<file path="src/rtl/run_symbol_gen.sv">
`default_nettype none
// ============================================================================
// Module   : run_symbol_gen
// Purpose  : Transmit-side stimulus source for the 2-bit run detector.
//            On a start request it drives w with len class-A symbols
//            (00/11), then one class-B break symbol (01/10). An LFSR picks
//            the symbol within each class. Alongside w it keeps a
//            cycle-accurate model of the detector (expect_x, expect_idle).
// Ports    : clk         - rising-edge clock
//            rst         - synchronous active-low reset
//            start       - run request, sampled only in IDLE
//            len         - class-A run length, latched on accepted start
//            w           - registered symbol to the detector
//            busy        - high while a run or break is on w
//            done        - one-cycle pulse in the first IDLE cycle after break
//            expect_x    - predicted detector x
//            expect_idle - predicted detector InIdle
// Revision : 1.0 - initial release
// ============================================================================
module run_symbol_gen #(
  parameter int         LEN_W      = 4,
  parameter int         RUN_TARGET = 4,
  parameter logic [7:0] SEED       = 8'hA5
) (
  input  logic             clk,
  input  logic             rst,
  input  logic             start,
  input  logic [LEN_W-1:0] len,
  output logic [1:0]       w,
  output logic             busy,
  output logic             done,
  output logic             expect_x,
  output logic             expect_idle
);

  localparam logic [LEN_W-1:0] c_RUN_TARGET = LEN_W'(RUN_TARGET);
  localparam logic [1:0]       c_IDLE_SYM   = 2'b01;

  typedef enum logic [1:0] {
    S_IDLE  = 2'd0,
    S_RUN   = 2'd1,
    S_BREAK = 2'd2
  } state_t;

  state_t           r_state;
  state_t           w_state_nxt;
  logic [1:0]       r_w;
  logic [1:0]       w_w_nxt;
  logic             r_done;
  logic             w_done_nxt;
  logic [7:0]       r_lfsr;
  logic [7:0]       w_lfsr_nxt;
  logic [7:0]       w_lfsr_step;
  logic [LEN_W-1:0] r_len_l;
  logic [LEN_W-1:0] w_len_nxt;
  logic [LEN_W-1:0] r_sym_cnt;
  logic [LEN_W-1:0] w_sym_cnt_nxt;
  logic [LEN_W-1:0] r_run_cnt;
  logic             w_class_a;

  // Fibonacci LFSR, x^8+x^6+x^5+x^4+1, shifting left.
  assign w_lfsr_step = {r_lfsr[6:0], r_lfsr[7] ^ r_lfsr[5] ^ r_lfsr[4] ^ r_lfsr[3]};

  // The symbol registered at an edge is chosen from the LFSR value that will
  // be current in the cycle it appears, so the first run symbol uses SEED.
  always_comb begin
    w_state_nxt   = r_state;
    w_w_nxt       = c_IDLE_SYM;
    w_done_nxt    = 1'b0;
    w_lfsr_nxt    = r_lfsr;
    w_len_nxt     = r_len_l;
    w_sym_cnt_nxt = r_sym_cnt;
    case (r_state)
      S_IDLE: begin
        if (start) begin
          if (len != '0) begin
            w_state_nxt   = S_RUN;
            w_len_nxt     = len;
            w_sym_cnt_nxt = '0;
            w_w_nxt       = r_lfsr[0] ? 2'b11 : 2'b00;
          end else begin
            w_state_nxt = S_BREAK;
            w_w_nxt     = r_lfsr[0] ? 2'b10 : 2'b01;
          end
        end
      end
      S_RUN: begin
        w_lfsr_nxt    = w_lfsr_step;
        w_sym_cnt_nxt = r_sym_cnt + 1'b1;
        if (r_sym_cnt == r_len_l - 1'b1) begin
          w_state_nxt = S_BREAK;
          w_w_nxt     = w_lfsr_step[0] ? 2'b10 : 2'b01;
        end else begin
          w_w_nxt     = w_lfsr_step[0] ? 2'b11 : 2'b00;
        end
      end
      S_BREAK: begin
        w_lfsr_nxt  = w_lfsr_step;
        w_state_nxt = S_IDLE;
        w_done_nxt  = 1'b1;
      end
      default: begin
        w_state_nxt = S_IDLE;
      end
    endcase
  end

  always_ff @(posedge clk) begin
    if (!rst) begin
      r_state   <= S_IDLE;
      r_w       <= c_IDLE_SYM;
      r_done    <= 1'b0;
      r_lfsr    <= SEED;
      r_len_l   <= '0;
      r_sym_cnt <= '0;
    end else begin
      r_state   <= w_state_nxt;
      r_w       <= w_w_nxt;
      r_done    <= w_done_nxt;
      r_lfsr    <= w_lfsr_nxt;
      r_len_l   <= w_len_nxt;
      r_sym_cnt <= w_sym_cnt_nxt;
    end
  end

  // Detector model: saturating count of consecutive class-A symbols seen on w.
  assign w_class_a = (r_w[1] == r_w[0]);

  always_ff @(posedge clk) begin
    if (!rst) begin
      r_run_cnt <= '0;
    end else if (w_class_a) begin
      if (r_run_cnt != c_RUN_TARGET) begin
        r_run_cnt <= r_run_cnt + 1'b1;
      end
    end else begin
      r_run_cnt <= '0;
    end
  end

  assign w           = r_w;
  assign busy        = (r_state != S_IDLE);
  assign done        = r_done;
  assign expect_x    = (r_run_cnt == c_RUN_TARGET);
  assign expect_idle = (r_run_cnt == '0);

endmodule
`default_nettype wire

</file>
<file path="config.mk">
export PLATFORM = sky130hd
export DESIGN_NAME = run_symbol_gen
export DESIGN_NICKNAME = d
export VERILOG_FILES = /design/src/rtl/run_symbol_gen.sv
export SDC_FILE = /design/constraint.sdc
export NUM_CORES = 1
export LEC_CHECK = 0
export BUFFER_PORTS_ARGS = -buffer_cell sky130_fd_sc_hd__buf_4
export CAP_MARGIN = 10
export CELL_PAD_IN_SITES_DETAIL_PLACEMENT = 0
export CELL_PAD_IN_SITES_GLOBAL_PLACEMENT = 1
export CORE_MARGIN = 3
export CORE_UTILIZATION = 39
export DETAILED_ROUTE_END_ITERATION = 10
export MAX_ROUTING_LAYER = met4
export PLACE_DENSITY = 0.77
export SYNTH_ARGS = -nofsm -noshare
export SYNTH_HDL_FRONTEND = slang
export SYNTH_SLANG_ARGS = --single-unit
export TNS_END_PERCENT = 5
</file>
<file path="constraint.sdc">
create_clock -name clk -period 1.7 [get_ports clk]
set_clock_uncertainty 0.05 [all_clocks]
set_input_delay 0.085 -clock clk [delete_from_list [all_inputs] [get_ports clk]]
set_output_delay 0.085 -clock clk [all_outputs]
set_load 0.05 [all_outputs]
</file>
-- Yosys cells after proc, flatten, opt, wreduce, memory -nomap -nowiden
Index checks and enable logic that the tools add are counted.
- bits in registers: 25
- logic and storage cells: 48
- reduce and logical (&&, ||, !) cells: 10
- equal/unequal tests: 9
- mux-type cells: 16
- bitwise logic cells: 3
- add/sub/neg operators: 3
- operators with widths (cell ; number):
    two-way mux 2 bit ; 10
    adder 4 x 1 -> 4 bit, second input constant ; 2
    two-way mux 4 bit ; 2
    case mux 2 bit (2 select lines) ; 2
    case mux 4 bit (2 select lines) ; 1
    inequality test 2 bit, second input constant ; 3
    AND reduction 3 bit ; 2
    equality test 4 x 3 -> 1 bit, second input constant ; 1
    equality test 4 bit ; 1
    zero test 4 bit ; 1
    inequality test 4 x 3 -> 1 bit, second input constant ; 1
    AND reduction 2 bit ; 2
    nonzero test 2 bit ; 2
    nonzero test 4 bit ; 1
    subtractor 4 x 1 -> 4 bit, second input constant ; 1
    bitwise XOR 1 bit ; 3
    equality test 2 x 1 -> 1 bit, second input constant ; 1
    equality test 2 bit, second input constant ; 1
    zero test 2 bit ; 1
    OR reduction 2 bit ; 1
    equality test 1 bit ; 1
    two-way mux 1 bit ; 1

-- Logic depth before layout (Yosys ltp)
- depth in word-level cells: 6
- depth in mapped cells: 8
- depth with buffers taken out: 6

-- Worst setup path before layout
Ideal clock, no wire load.
- path kind: reg-to-reg
- from: reg r_state[0]
- to: reg r_w[0], in the netlist w[0]
- stages on the path, launching flop included: 7
- data required time: 1.516 ns
- period minus slack after synthesis: 1.825 ns
- buffers on the path: 1
- setup slack: -0.125 ns
- arrival time: 1.641 ns
- cells stage by stage: dfxtp_1 -> inv_1 -> ha_1 -> buf_2 -> inv_1 -> a21oi_1 -> or4b_1
- cells in the longest elaborated chain, start to end: 2
- RTL lines (element ; line ; source):
    start, declared ; 45 ; state_t r_state;
    start signal, assigned ; 117 ; r_state <= w_state_nxt;
    equality test 2 x 1 -> 1 bit or zero test 2 bit (tied branches) ; 73 ; case (r_state)
    case mux 2 bit (2 select lines) (*) ; 73 ;
    end signal, assigned ; 111 ; r_w <= c_IDLE_SYM;
    end signal, assigned ; 118 ; r_w <= w_w_nxt;
    end, declared ; 47 ; logic [1:0] r_w;
Mark *: on every way between the ends. The rest lies on a longest branch, timed or not.
A chain may end at the register's enable or synchronous reset.

-- Worst setup path after layout
- from: reg r_len_l[0]
- to: reg r_w[0], in the netlist w[0]
- cells in the longest elaborated chain, start to end: 4
- RTL lines (element ; line ; source):
    start, declared ; 54 ; logic [LEN_W-1:0] r_len_l;
    start signal, assigned ; 121 ; r_len_l <= w_len_nxt;
    subtractor 4 x 1 -> 4 bit ; 90 ; if (r_sym_cnt == r_len_l - 1'b1) begin
    equality test 4 bit ; 90 ;
    two-way mux 2 bit ; 90 ;
    case mux 2 bit (2 select lines) ; 73 ;
No other way between the ends.

==> run summary <==
outcome: completed
Synth Warn #: 0
worst path arrival time: 1.84 ns
largest net degree at the start of global routing: 21
# port buffers: 12
terminus of the critical flop-to-flop path: w[0]
Endpoint, Worst Hold: w[1]
global-route wire length before repair: 4.48 mm
Static Leakage: 0.000639 µW
remaining design rule violation count: 0
CP cell instances: inv_2 > ha_4 > xor2_2 > nand3_2 > o211ai_1 > or4b_1
CTS tree: yes
HPWL after detailed placement: 1.80 mm
number of post-CTS setup repair buffers: 0
type of the worst min-delay path: in -> reg
most common library cell in the layout ignoring fill and taps: sky130_fd_sc_hd__dfxtp_1
worst slew pin tran: 0.380 ns
number of cells in the finished layout apart from fillers: 208
Final GP Congestion: 0.810
placeable core region: 3130 µm²
Syn Inst Count: 141
post-route total power: 1750 µW
Post-Synthesis Cell Area: 1300 µm²
FF-to-FF Start: r_len_l[0]
grt total ovfl: 0
total number of clock tree sinks: 25
critical path start-end classification: reg -> reg
largest delay contributor family on the critical path: simple AND/OR/NAND/NOR gates
die extent in x: 63.7 µm
total length of routed wires: 2.38 mm
max-slew violation count: 0
largest buffer count on any clock path: 2
worst slew slack as a fraction of its limit: 74.5%
number of failing hold endpoints at the final stage: 0
post-layout net count: 179
routed wire length per instance: 11.4 µm
post-synthesis to final-layout area growth: 22.8%
sum of buffers and inverters on the critical path: 1
via/cell ratio: 4.83
Chip Height: 63.7 µm
crit path capture type: flop
Worst Hold Launch: start
#FFs+latches synth: 25
portion of the post-synthesis area used by sequential elements: 38.5%
via count of the first global-routing pass: 1064
dpl cells: 199
detailed router's first-iteration violation count: 28
First-pass DRT Iterations: 4
synthesized area per cell: 9.22 µm²
RSZ-0062 raised after global routing: yes
area of the die: 4060 µm²
antenna violations before repair: 0
final setup fails: 0
number of levels in the clock H-tree: 1
Critical Path RT: 1.86 ns
final critical path time including I/O delays and setup: 1.68 ns
Worst-Skew Late Latency: 0.32 ns
CP max stage delay: 0.43 ns
placed inst area: 1490 µm²
final instance area: 1600 µm²
Detail Route Antenna Nets: 0
Peak VDD IR: 0.573 mV
Post-Route Utilization: 51.0%
power density over the cells: 1090 nW/µm²
critical path depth: 6
ANT cells: 0
CP Max Fanout: 3
root buffer cell: sky130_fd_sc_hd__clkbuf_4
met2 Usage GRT: 23.9%
depth of the worst hold-timing path: 3
number of nets in the synthesized netlist: 155
count of standard-cell rows: 20
Worst Reg-to-Reg Cells: 6
max-capacitance violation count: 0
cell with the largest stage delay on the worst path: sky130_fd_sc_hd__or4b_1
CTS clk-pin slew, worst paths: 0.14 ns
fraction of layout instances using a drive strength above 1: 23.2%
highest clock rate: 596 MHz
startpoint kind of the worst setup timing path: flop
number of vias in the routed layout: 1004
Total GRT Usage: 14.0%
initial standard-cell utilization of the core: 41.6%
Num CTS Buffers: 3
final hold slack: 0.0524 ns
busiest grt layer: met2
Worst R2R Setup Slack: 0.02 ns
Ports: 13
met1 track demand over resource: 16.6%
commonest cells after routing, fill and taps aside: 22 x sky130_fd_sc_hd__dfxtp_1, 20 x sky130_fd_sc_hd__buf_4, 16 x sky130_fd_sc_hd__nand2_1
number of distinct library cells after synthesis: 38
share of the cycle needed by the critical path after routing: 98.7%
met3 track demand over resource: 4.22%
registers in the layout, indices dropped and copies added (netlist names):
register,count
done,1
r_len_l,4
r_lfsr,8
r_run_cnt,4
r_state,2
r_sym_cnt,4
w,2
worst max-delay path by stage:
stage	end	slack (ns)	from
CTS	w[0]	-0.0008	r_len_l[0]
global placement	w[0]	0.01	r_len_l[1]
floorplan	w[0]	0.02	r_len_l[0]
global route	w[0]	-0.05	r_len_l[0]
finish	w[0]	0.02	r_len_l[0]
detailed placement	w[0]	-0.04	r_len_l[0]
power breakdown:
group	total (µW)	internal (µW)	switching (µW)
Clock	270	89.8	180
Sequential	760	682	78.3
Combinational	716	325	391
Total	1750	1100	650
worst reg2reg max path: stages, from the launching register on:
cell and delay, ns:
sky130_fd_sc_hd__dfxtp_2 0.36, sky130_fd_sc_hd__inv_2 0.04, sky130_fd_sc_hd__ha_4 0.26, sky130_fd_sc_hd__xor2_2 0.16
sky130_fd_sc_hd__nand3_2 0.11, sky130_fd_sc_hd__o211ai_1 0.16, sky130_fd_sc_hd__or4b_1 0.43
through the flow:
stage | TNS (ns) | setup WS, ns
detailed placement | -0.0409 | -0.0409
global route | -0.0496 | -0.0496
global placement | 0 | 0.0129
finish | 0 | 0.0221
floorplan | 0 | 0.0168
CTS | -0.000765 | -0.000765
what timing repair did:
item,in CTS,in global routing
hold endpoints to repair,8,0
gates cloned,0,0
pin swaps,2,3
gates resized for setup,5,3
endpoints found under the setup margin,1,4
hold buffers,5,0
cell usage after synthesis, drive strengths merged:
| cell type | count | area share [%] |
|---|---|---|
| a211oi | 3 | 1.7 |
| a21boi | 4 | 2.3 |
| a21o | 1 | 0.58 |
| a21oi | 3 | 1.2 |
| a311oi | 1 | 0.67 |
| a32oi | 2 | 1.3 |
| and2 | 1 | 0.48 |
| and3 | 1 | 0.48 |
| buf | 2 | 0.77 |
| clkbuf | 4 | 1.2 |
| dfxtp | 25 | 38 |
| ha | 7 | 6.7 |
| inv | 10 | 2.9 |
| mux2i | 9 | 6.9 |
| nand2 | 16 | 4.6 |
| nand2b | 1 | 0.48 |
| nand3 | 4 | 1.9 |
| nand3b | 1 | 0.58 |
| nor2 | 10 | 2.9 |
| nor2b | 6 | 2.9 |
| nor3 | 3 | 1.5 |
| nor4 | 2 | 1.4 |
| o211ai | 1 | 0.58 |
| o21ai | 3 | 1.2 |
| o31a | 1 | 0.67 |
| o31ai | 1 | 0.58 |
| o32ai | 1 | 0.67 |
| o41ai | 1 | 1.3 |
| or2 | 1 | 0.48 |
| or4b | 1 | 0.77 |
| xnor2 | 9 | 6.6 |
| xnor3 | 1 | 1.7 |
| xor2 | 5 | 3.4 |
routing by layer:
layer  wire length (µm)  vias to the layer above
li1                   -                      524
met1               1080                      472
met2               1220                        6
met3                 54                        2
met4                 23                        0
met5                  0                        -
cells by family (layout without fill, tap and decap cells):
group	count (synthesis)	after routing	synth area share [%]
buf+inv	16	39	4.81
compound gates	22	22	12.7
xor+xnor	15	15	11.7
simple gates	47	47	18.6
flops	25	25	38.5
fa+ha+maj	7	7	6.74
mux	9	9	6.93
area by class of cell:
cell class | instances | area [µm²]
clock buffer | 3 | 22.5
clock inverter | 1 | 7.51
fill | 306 | 1530
inverter | 10 | 41.3
multi-input combinational | 100 | 766
sequential | 25 | 504
tap | 44 | 55.1
timing repair buffer | 25 | 200
No activity file was read; power rests on OpenSTA's default activity.
